**config.mk**
```make
export PLATFORM = sky130hd
export DESIGN_NAME = cpu_controller
export DESIGN_NICKNAME = d
export VERILOG_FILES = /design/src/rtl/cpu_pkg.sv /design/src/rtl/cpu_alu.sv /design/src/rtl/cpu_controller.sv
export SDC_FILE = /design/constraint.sdc
export NUM_CORES = 1
export LEC_CHECK = 0
export CORE_MARGIN = 1.5
export CORE_UTILIZATION = 50
export CTS_BUF_LIST = sky130_fd_sc_hd__clkbuf_16
export DETAILED_ROUTE_END_ITERATION = 12
export GPL_TIMING_DRIVEN = 0
export HOLD_SLACK_MARGIN = 0.02
export PLACE_DENSITY = 0.8
export SLEW_MARGIN = 20
export SYNTH_ARGS = -nofsm -noshare
export SYNTH_HDL_FRONTEND = slang
export SYNTH_SLANG_ARGS = --single-unit
```
**constraint.sdc**
```tcl
create_clock -name clk -period 3.1 [get_ports clk]
set_input_delay 0.62 -clock clk [delete_from_list [all_inputs] [get_ports clk]]
set_output_delay 0.62 -clock clk [all_outputs]
set_load 0.01 [all_outputs]
```
**src/rtl/cpu_pkg.sv**
```systemverilog
// cpu_pkg: shared widths, opcodes and FSM state encoding for the accumulator CPU
package cpu_pkg;
  localparam int ADDR_W = 8;
  localparam int DATA_W = 16;
  localparam logic [DATA_W-1:0] DIV_ZERO_VAL = 16'hFFFF;
  localparam logic [3:0] OP_NOP   = 4'h0;
  localparam logic [3:0] OP_LOAD  = 4'h1;
  localparam logic [3:0] OP_STORE = 4'h2;
  localparam logic [3:0] OP_ADD   = 4'h3;
  localparam logic [3:0] OP_SUB   = 4'h4;
  localparam logic [3:0] OP_AND   = 4'h5;
  localparam logic [3:0] OP_OR    = 4'h6;
  localparam logic [3:0] OP_NOT   = 4'h7;
  localparam logic [3:0] OP_JUMP  = 4'h8;
  localparam logic [3:0] OP_JZ    = 4'h9;
  localparam logic [3:0] OP_DIV   = 4'hA;
  localparam logic [3:0] OP_HALT  = 4'hF;
  typedef enum logic [2:0] {
    FETCH_A, FETCH_D, DECODE, OP_A, OP_D, EXECUTE, DIV_WAIT, HALT
  } state_t;
endpackage

```
**src/rtl/cpu_alu.sv**
```systemverilog
// cpu_alu: combinational result and zero flag for LOAD/ADD/SUB/AND/OR/NOT
module cpu_alu
  import cpu_pkg::*;
(
  input  logic [3:0]        op,
  input  logic [DATA_W-1:0] acc,
  input  logic [DATA_W-1:0] mdr,
  output logic [DATA_W-1:0] result,
  output logic              zero
);
  always_comb begin
    result = op == OP_LOAD ? mdr :
             op == OP_ADD  ? acc + mdr :
             op == OP_SUB  ? acc - mdr :
             op == OP_AND  ? acc & mdr :
             op == OP_OR   ? acc | mdr :
             op == OP_NOT  ? ~acc : acc;
    zero = result == '0;
  end
endmodule

```
**src/rtl/cpu_controller.sv**
```systemverilog
// cpu_controller: multicycle accumulator CPU controller; CPU_DIV_EN builds the DIV handshake
module cpu_controller
  import cpu_pkg::*;
(
  input  logic              clk,
  input  logic              Reset,
  output logic [ADDR_W-1:0] mem_addr,
  output logic              mem_we,
  output logic [DATA_W-1:0] mem_wdata,
  input  logic [DATA_W-1:0] mem_rdata,
  output logic              div_load,
  output logic [DATA_W-1:0] div_a,
  output logic [DATA_W-1:0] div_b,
  input  logic [DATA_W-1:0] div_q,
  input  logic              div_done,
  output logic              halted,
  output logic [ADDR_W-1:0] pc,
  output logic [DATA_W-1:0] ir,
  output logic [DATA_W-1:0] acc,
  output logic              zflag
);
  state_t state, state_n;
  logic [ADDR_W-1:0] pc_n, opa;
  logic [DATA_W-1:0] ir_n, acc_n, mdr, mdr_n, alu_res;
  logic [3:0] op;
  logic z_n, alu_zero;
  assign op = ir[15:12];
  assign opa = ir[7:0];
  assign mem_wdata = acc;
  assign halted = state == HALT;
  cpu_alu u_alu (.op(op), .acc(acc), .mdr(mdr), .result(alu_res), .zero(alu_zero));
`ifdef CPU_DIV_EN
  logic first, first_n, dz;
  assign dz = mdr == '0;
  assign div_a = acc;
  assign div_b = mdr;
`else
  logic unused_div;
  assign unused_div = ^{div_q, div_done};
  assign div_load = 1'b0;
  assign div_a = '0;
  assign div_b = '0;
`endif
  always_comb begin
    state_n = state;
    pc_n = pc;
    ir_n = ir;
    acc_n = acc;
    mdr_n = mdr;
    z_n = zflag;
    mem_addr = pc;
    mem_we = 1'b0;
`ifdef CPU_DIV_EN
    div_load = 1'b0;
    first_n = 1'b0;
`endif
    case (state)
      FETCH_A: state_n = FETCH_D;
      FETCH_D: begin
        ir_n = mem_rdata;
        pc_n = pc + 8'd1;
        state_n = DECODE;
      end
      DECODE: begin
        state_n = FETCH_A;
        case (op)
          OP_NOT: begin
            acc_n = alu_res;
            z_n = alu_zero;
          end
          OP_JUMP: pc_n = opa;
          OP_JZ: pc_n = zflag ? opa : pc;
          OP_STORE: begin
            mem_addr = opa;
            mem_we = 1'b1;
          end
          OP_HALT: state_n = HALT;
          OP_LOAD, OP_ADD, OP_SUB, OP_AND, OP_OR: state_n = OP_A;
`ifdef CPU_DIV_EN
          OP_DIV: state_n = OP_A;
`endif
          default: ;
        endcase
      end
      OP_A: begin
        mem_addr = opa;
        state_n = OP_D;
      end
      OP_D: begin
        mem_addr = opa;
        mdr_n = mem_rdata;
        state_n = EXECUTE;
      end
      EXECUTE: begin
        state_n = FETCH_A;
        acc_n = alu_res;
        z_n = alu_zero;
`ifdef CPU_DIV_EN
        if (op == OP_DIV) begin
          acc_n = dz ? DIV_ZERO_VAL : acc;
          z_n = dz ? 1'b0 : zflag;
          div_load = !dz;
          first_n = !dz;
          state_n = dz ? FETCH_A : DIV_WAIT;
        end
`endif
      end
`ifdef CPU_DIV_EN
      // The divider's Done is still high from the last division on the first wait cycle
      DIV_WAIT: if (!first && div_done) begin
        acc_n = div_q;
        z_n = div_q == '0;
        state_n = FETCH_A;
      end
`endif
      HALT: ;
      default: state_n = FETCH_A;
    endcase
  end
  always_ff @(posedge clk) begin
    if (Reset) begin
      state <= FETCH_A;
      pc <= '0;
      ir <= '0;
      acc <= '0;
      mdr <= '0;
      zflag <= 1'b0;
    end else begin
      state <= state_n;
      pc <= pc_n;
      ir <= ir_n;
      acc <= acc_n;
      mdr <= mdr_n;
      zflag <= z_n;
    end
  end
`ifdef CPU_DIV_EN
  always_ff @(posedge clk) first <= Reset ? 1'b0 : first_n;
`endif
endmodule

```
==> key figures, run 1 <==
STA
  – F_max: 323 MHz
  – Min cycle time layout: 3.09 ns
  – Slew HR: 0.369
  – Slew Limit Fails: 0
  – Unrepaired setup endpoints after global routing: true
  – Post-route clock period utilization: 0.997
  – Final Hold Viols: 0
  – Setup Skew: 0.00670 ns
  – Tightest Pin Transition: 0.943 ns
  – Worst Hold Slack: 0.454 ns
  – Endpoints failing setup: 0

Power
  – Sw Ratio: 0.326
  – Peak supply drop: 342 uV
  – PD cells: 340 nW/um2
  – Clock power share: 0.398
  – Comb power frac: 0.273
  – P_sw: 0.000834 W
  – Int Power: 0.00172 W
  – Final Power: 0.00256 W
  – Lkg Pwr: 3.02 nW
  – Reg power frac: 0.329

Global routing
  – Vias in the first global route: 5933
  – GRT Total Usage: 0.307
  – First-pass GRT wire length: 30800 um
  – Largest net degree at the start of global routing: 13
  – Initial antenna violation count: 0
  – Remaining Overflow, GRT: 0

Cells and area
  – Fillers: 1033
  – N_diodes: 0
  – Final-stage net count: 1013
  – Most common cell after layout, fill and taps aside: nand2_1
  – Area grow syn2layout: 26.3%
  – Most frequent cells in the layout: nand2_1 (110), a21oi_1 (84), clkdlybuf4s50_1 (75)
  – Fraction of layout cells with a size suffix above 1: 0.175
  – Fin util: 0.653

Synthesis
  – Sequential share of the synthesized area: 0.202
  – Ys flop type: dfxtp_1
  – Top cells by area, synth: dfxtp_1 (20%), ha_1 (10%), a21oi_1 (7.1%)
  – Synth Register Bits: 60
  – Asr flop ratio synth: 0
  – Post-synth top area share: 0.202
  – Avg Inst Size Synth: 7.46 um2
  – Post-Syn Area: 5960 um2
  – Largest area contributor in the netlist: dfxtp_1
  – Synth Instances: 799
  – Distinct cells, synth: 77
  – YS warnings: 0
  – Post-synth EDFFs: 0

Floorplanning
  – # IOs: 135
  – Row cnt: 39
  – Die height: 112 um
  – Chip width: 112 um
  – Die Footprint: 12600 um2
  – Starting Density: 0.517
  – Core box area: 11500 um2

Setup path
  – CP Launch Type: flip-flop
  – Crit path required time: 3.37 ns
  – Crit end category: flip-flop
  – Critical path class: flip-flop to flip-flop
  – Data arrival, critical path: 3.36 ns
  – Max FO, Critical Path: 10

Status
  – Status: finished, violations left
  – Violated checks: DRC

Detailed routing
  – DRT iter0 DRCs: 640
  – Post-DR vias/cell: 5.98
  – Pre-Repair DR Iteration Count: 10
  – Metal2 WL: 8890 um
  – Vias: 6437
  – Final WL: 19900 um
  – DRC viols: 4
  – Routed met3 length: 2160 um
  – Met1 WL: 8090 um
  – Top routing layer used: met4
  – ANT nets after route: 0
  – Wirelength per Cell: 18.5 um

CTS
  – Clock sink count: 60
  – Worst-skew pair later-pin latency: 0.33 ns
  – Total CTS buffers: 9
  – H-tree levels: 3
  – Clock slew at reported path FFs: 0.06 ns
  – CTS tree: built
  – CTS Root Cell: clkbuf_16
  – Bufs on Longest Clock Path: 2

Place
  – Port Buffers: 83
  – RePlAce Congestion: 0.979
  – Post-DP HPWL: 14500 um

Min path
  – Worst hold path class: flip-flop to flip-flop

Run
  – Maxcap violations: 0
==> cells by family after synthesis <==
family / synth area share
AND/OR/NAND/NOR: 0.206
AO/OA/AOI/OAI: 0.290
buffers and inverters: 0.132
flip-flops: 0.202
adder cells (fa/ha/maj): 0.108
multiplexers: 0.0355
XOR/XNOR: 0.0265
other: 0.000630
==> final timing paths <==
path,startpoint,endpoint,slack (ns),cells past startpoint
max,acc[9]$_SDFFE_PP0P_,zflag$_SDFFE_PP0P_,0.009,11
min,ir[8]$_SDFFE_PP0P_,ir[8]$_SDFFE_PP0P_,0.45,2
max reg2reg,acc[9]$_SDFFE_PP0P_,zflag$_SDFFE_PP0P_,0.009,11
min reg2reg,ir[8]$_SDFFE_PP0P_,ir[8]$_SDFFE_PP0P_,0.45,2
==> state kept, by name, summed over array words and instances (netlist names) <==
signal / count
state: 3
zflag: 1
mdr: 16
ir: 16
acc: 16
pc: 8
==> routing by layer <==
metal | up-vias | track usage
li1 | 3015 | -
met1 | 2927 | 0.408
met2 | 420 | 0.492
met3 | 75 | 0.0470
met4 | 0 | 0.146
met5 | - | 0
==> cells in the mapped netlist (all sizes together), types with 17 or more instances <==
master	count
o21ai	34
buf	76
dfxtp	60
nand2	110
a211oi	20
a21oi	89
clkbuf	22
inv	49
nor2	60
nand3	17
ha	48
==> what timing repair did <==
item                                    4_1_cts  5_1_grt
gates resized for setup                      16       24
endpoints found under the setup margin        9        7
hold buffers                                  0        0
setup buffers                                 1        3
pin swaps                                     1        3
==> power by group through the flow <==
stage          clock network [W]  logic, W  registers [W]
6_report                 0.00102  0.000699       0.000841
5_1_grt                  0.00105  0.000744       0.000845
4_1_cts                  0.00101  0.000668       0.000840
3_5_place_dp                   0  0.000659       0.000856
3_3_place_gp                   0  0.000653       0.000855
2_1_floorplan                  0  0.000438       0.000856
==> through the flow <==
step | cells | setup TNS [ns] | instance area, um2 | worst slack, ns
6_report | 1076 | 0 | 7520 | 0.00858
5_1_grt | 1076 | -0.0819 | 7520 | -0.0445
4_1_cts | 1074 | 0 | 7420 | 0.00530
3_5_place_dp | 1057 | -1.50 | 7090 | -0.196
3_3_place_gp | 1057 | -1.18 | 7090 | -0.139
2_1_floorplan | 831 | 0 | 6080 | 0.363
==> area by class of cell <==
type                       instances  area, um2  area share
multi-input combinational        624       4170       0.554
sequential                        60       1220       0.162
timing repair buffer              87        863       0.115
buffer                            97        608      0.0808
clock buffer                       9        225      0.0299
inverter                          49        184      0.0244
tap                              143        179      0.0238
clock inverter                     7       76.3      0.0101
==> worst max-delay path: stages (launching register included) <==
cell       delay [ns]
dfxtp_2          0.44
inv_1            0.12
ha_1             0.37
clkbuf_4         0.24
nand4_1          0.23
buf_4            0.22
o31ai_2          0.36
a21oi_1          0.17
xnor2_1          0.17
o221a_2          0.26
a2111oi_2        0.28
a31o_1           0.19
(Power assumes the default switching activity.)
==> run 2: changes to the inputs <==
CELL_PAD_IN_SITES_DETAIL_PLACEMENT = 0   (was not set)
CELL_PAD_IN_SITES_GLOBAL_PLACEMENT = 1   (was not set)
CORE_UTILIZATION = 37   (was 50)
PLACE_DENSITY = not set   (was 0.8)
PLACE_DENSITY_LB_ADDON = 0.1   (was not set)
==> run 2 against run 1 <==
The run ends with setup timing left. First-iteration DRC count decreased by 30%. Non-clock buffer count increased by 3. Clock power increased by 9%. Global-route usage decreased by 4.7 points. Routed wire length increased by 10%. Core utilization decreased by 16 points. Fmax decreased by 1.1%. Flip-flop and latch count unchanged. Final cell count increased by 7.1%. Sequential power about the same. Clock skew increased by 0.0025 ns. Combinational power increased by 5.9%.
==> key figures, run 2 (synthesis gave the netlist of run 1 again) <==
Detailed routing
  – Final WL: 21900 um (+10%)
  – Post-DR vias/cell: 5.48 (-8.5%)
  – ANT nets after route: 0 (unchanged)
  – Vias: 6309 (-2.0%)
  – Pre-Repair DR Iteration Count: 5 (-5)
  – DRT iter0 DRCs: 445 (-30%)
  – DRC viols: 0 (-4)
  – Wirelength per Cell: 19.0 um (+3.1%)

Place
  – Post-DP HPWL: 16500 um (+14%)
  – RePlAce Congestion: 0.930 (-5.0%)
  – Port Buffers: 83 (unchanged)

Floorplanning
  – # IOs: 135 (unchanged)
  – Chip width: 130 um (+16%)
  – Die Footprint: 16900 um2 (+34%)
  – Core box area: 15800 um2 (+37%)
  – Starting Density: 0.376 (-0.141)
  – Die height: 130 um (+16%)
  – Row cnt: 46 (+18%)

Cells and area
  – Area grow syn2layout: 30.5%
  – Final-stage net count: 1016 (+0.30%)
  – Fin util: 0.491 (-0.162)
  – Fraction of layout cells with a size suffix above 1: 0.190 (+0.0155)
  – Top Registers: acc: 16 flops, ir: 16 flops, mdr: 16 flops
  – Most frequent cells in the layout: nand2_1 (110), a21oi_1 (83), clkdlybuf4s50_1 (75)
  – N_diodes: 0 (unchanged)
  – Most common cell after layout, fill and taps aside: nand2_1

CTS
  – H-tree levels: 3 (unchanged)
  – Hold buffers post-CTS: 0 (unchanged)
  – Worst-skew pair later-pin latency: 0.34 ns (about the same)
  – Clock sink count: 60 (unchanged)
  – CTS tree: built
  – Clock slew at reported path FFs: 0.06 ns (about the same)
  – CTS Root Cell: clkbuf_16
  – Total CTS buffers: 9 (unchanged)
  – Bufs on Longest Clock Path: 2 (unchanged)

STA
  – Post-route clock period utilization: 1.01 (+0.0107)
  – Worst Hold Slack: 0.465 ns (+0.0109 ns)
  – Sum Neg Setup Slack: -0.0246 ns (-0.0246 ns)
  – Unrepaired setup endpoints after global routing: true
  – F_max: 320 MHz (-1.1%)
  – Final Hold Viols: 0 (unchanged)
  – Worst setup margin: -0.0246 ns (-0.0332 ns)
  – Tightest Pin Transition: 0.946 ns (+0.00318 ns)
  – Slew HR: 0.366 (-0.00361)
  – Min cycle time layout: 3.12 ns (+0.0332 ns)
  – Endpoints failing setup: 1 (+1)
  – Slew Limit Fails: 0 (unchanged)
  – Setup Skew: 0.00924 ns (+0.00253 ns)

Setup path
  – Crit path required time: 3.38 ns (about the same)
  – Critical path class: flip-flop to flip-flop
  – Data arrival, critical path: 3.41 ns (+0.05 ns)
  – Crit end category: flip-flop
  – CP Launch Type: flip-flop
  – Max FO, Critical Path: 9 (-1)

Global routing
  – First-pass GRT wire length: 33200 um (+7.6%)
  – Largest net degree at the start of global routing: 13 (unchanged)
  – GRT Total Usage: 0.260 (-0.0474)
  – Initial antenna violation count: 0 (unchanged)
  – Remaining Overflow, GRT: 0 (unchanged)
  – Vias in the first global route: 5874 (-0.99%)

Min path
  – Worst hold path class: flip-flop to flip-flop

Power
  – Peak supply drop: 359 uV (+5.1%)
  – Lkg Pwr: 3.08 nW (+2.1%)
  – PD cells: 346 nW/um2 (+1.7%)

Run
  – Maxcap violations: 0 (unchanged)

Status
  – Status: finished, violations left
  – Violated checks: setup timing
[run 2: power by group]
part | switching (W) | total (W) | internal [W]
sequential | 0.0000391 | 0.000841 | 0.000802
clock | 0.000399 | 0.00111 | 0.000708
combinational | 0.000424 | 0.000740 | 0.000315
[run 2: final timing paths]
kind | depth (start not counted) | slack (ns) | start | endpoint
max reg2reg | 11 | -0.02 | acc[12]$_SDFFE_PP0P_ | zflag$_SDFFE_PP0P_
max | 11 | -0.02 | acc[12]$_SDFFE_PP0P_ | zflag$_SDFFE_PP0P_
min reg2reg | 2 | 0.47 | ir[9]$_SDFFE_PP0P_ | ir[9]$_SDFFE_PP0P_
min | 2 | 0.47 | ir[9]$_SDFFE_PP0P_ | ir[9]$_SDFFE_PP0P_
[run 2: worst max-delay path, cell delays in order, from the launching register on]
cell	delay (ns)
dfxtp_1	0.46
inv_1	0.11
ha_1	0.29
buf_2	0.25
inv_1	0.15
o211ai_1	0.23
a311oi_1	0.13
a2111oi_0	0.51
a21o_1	0.25
o32ai_2	0.09
nor4_2	0.40
a31o_1	0.19
[run 2: layout make-up]
class / instances / area (um2)
sequential: 60 / 1220
timing repair buffer: 91 / 893
clock buffer: 9 / 225
inverter: 49 / 184
clock inverter: 7 / 97.6
tap: 216 / 270
multi-input combinational: 624 / 4280
buffer: 96 / 606
fill: 1590 / 8050
[run 2: what timing repair did]
item	CTS	global route
endpoints found under the hold margin	0	0
buffers inserted	4	3
setup endpoints to repair	13	11
pin swaps	5	5
resized for setup	25	34
[run 2: stage by stage]
stage | cells | instance area [um2] | total power [W] | worst slack, ns
final | 1152 | 7770 | 0.00269 | -0.0246
after floorplan | 831 | 6080 | 0.00129 | 0.363
after CTS | 1151 | 7610 | 0.00267 | -0.0285
after global placement | 1130 | 7180 | 0.00153 | -0.237
after global routing | 1152 | 7770 | 0.00280 | -0.0931
after detailed placement | 1131 | 7190 | 0.00154 | -0.236
[run 2: per-layer routing]
metal	track usage	vias to the layer above	wire, um
met2	0.432	258	10300
met5	0	-	0
li1	-	3019	-
met1	0.343	3002	9720
met4	0.0915	0	421
met3	0.0381	30	1470
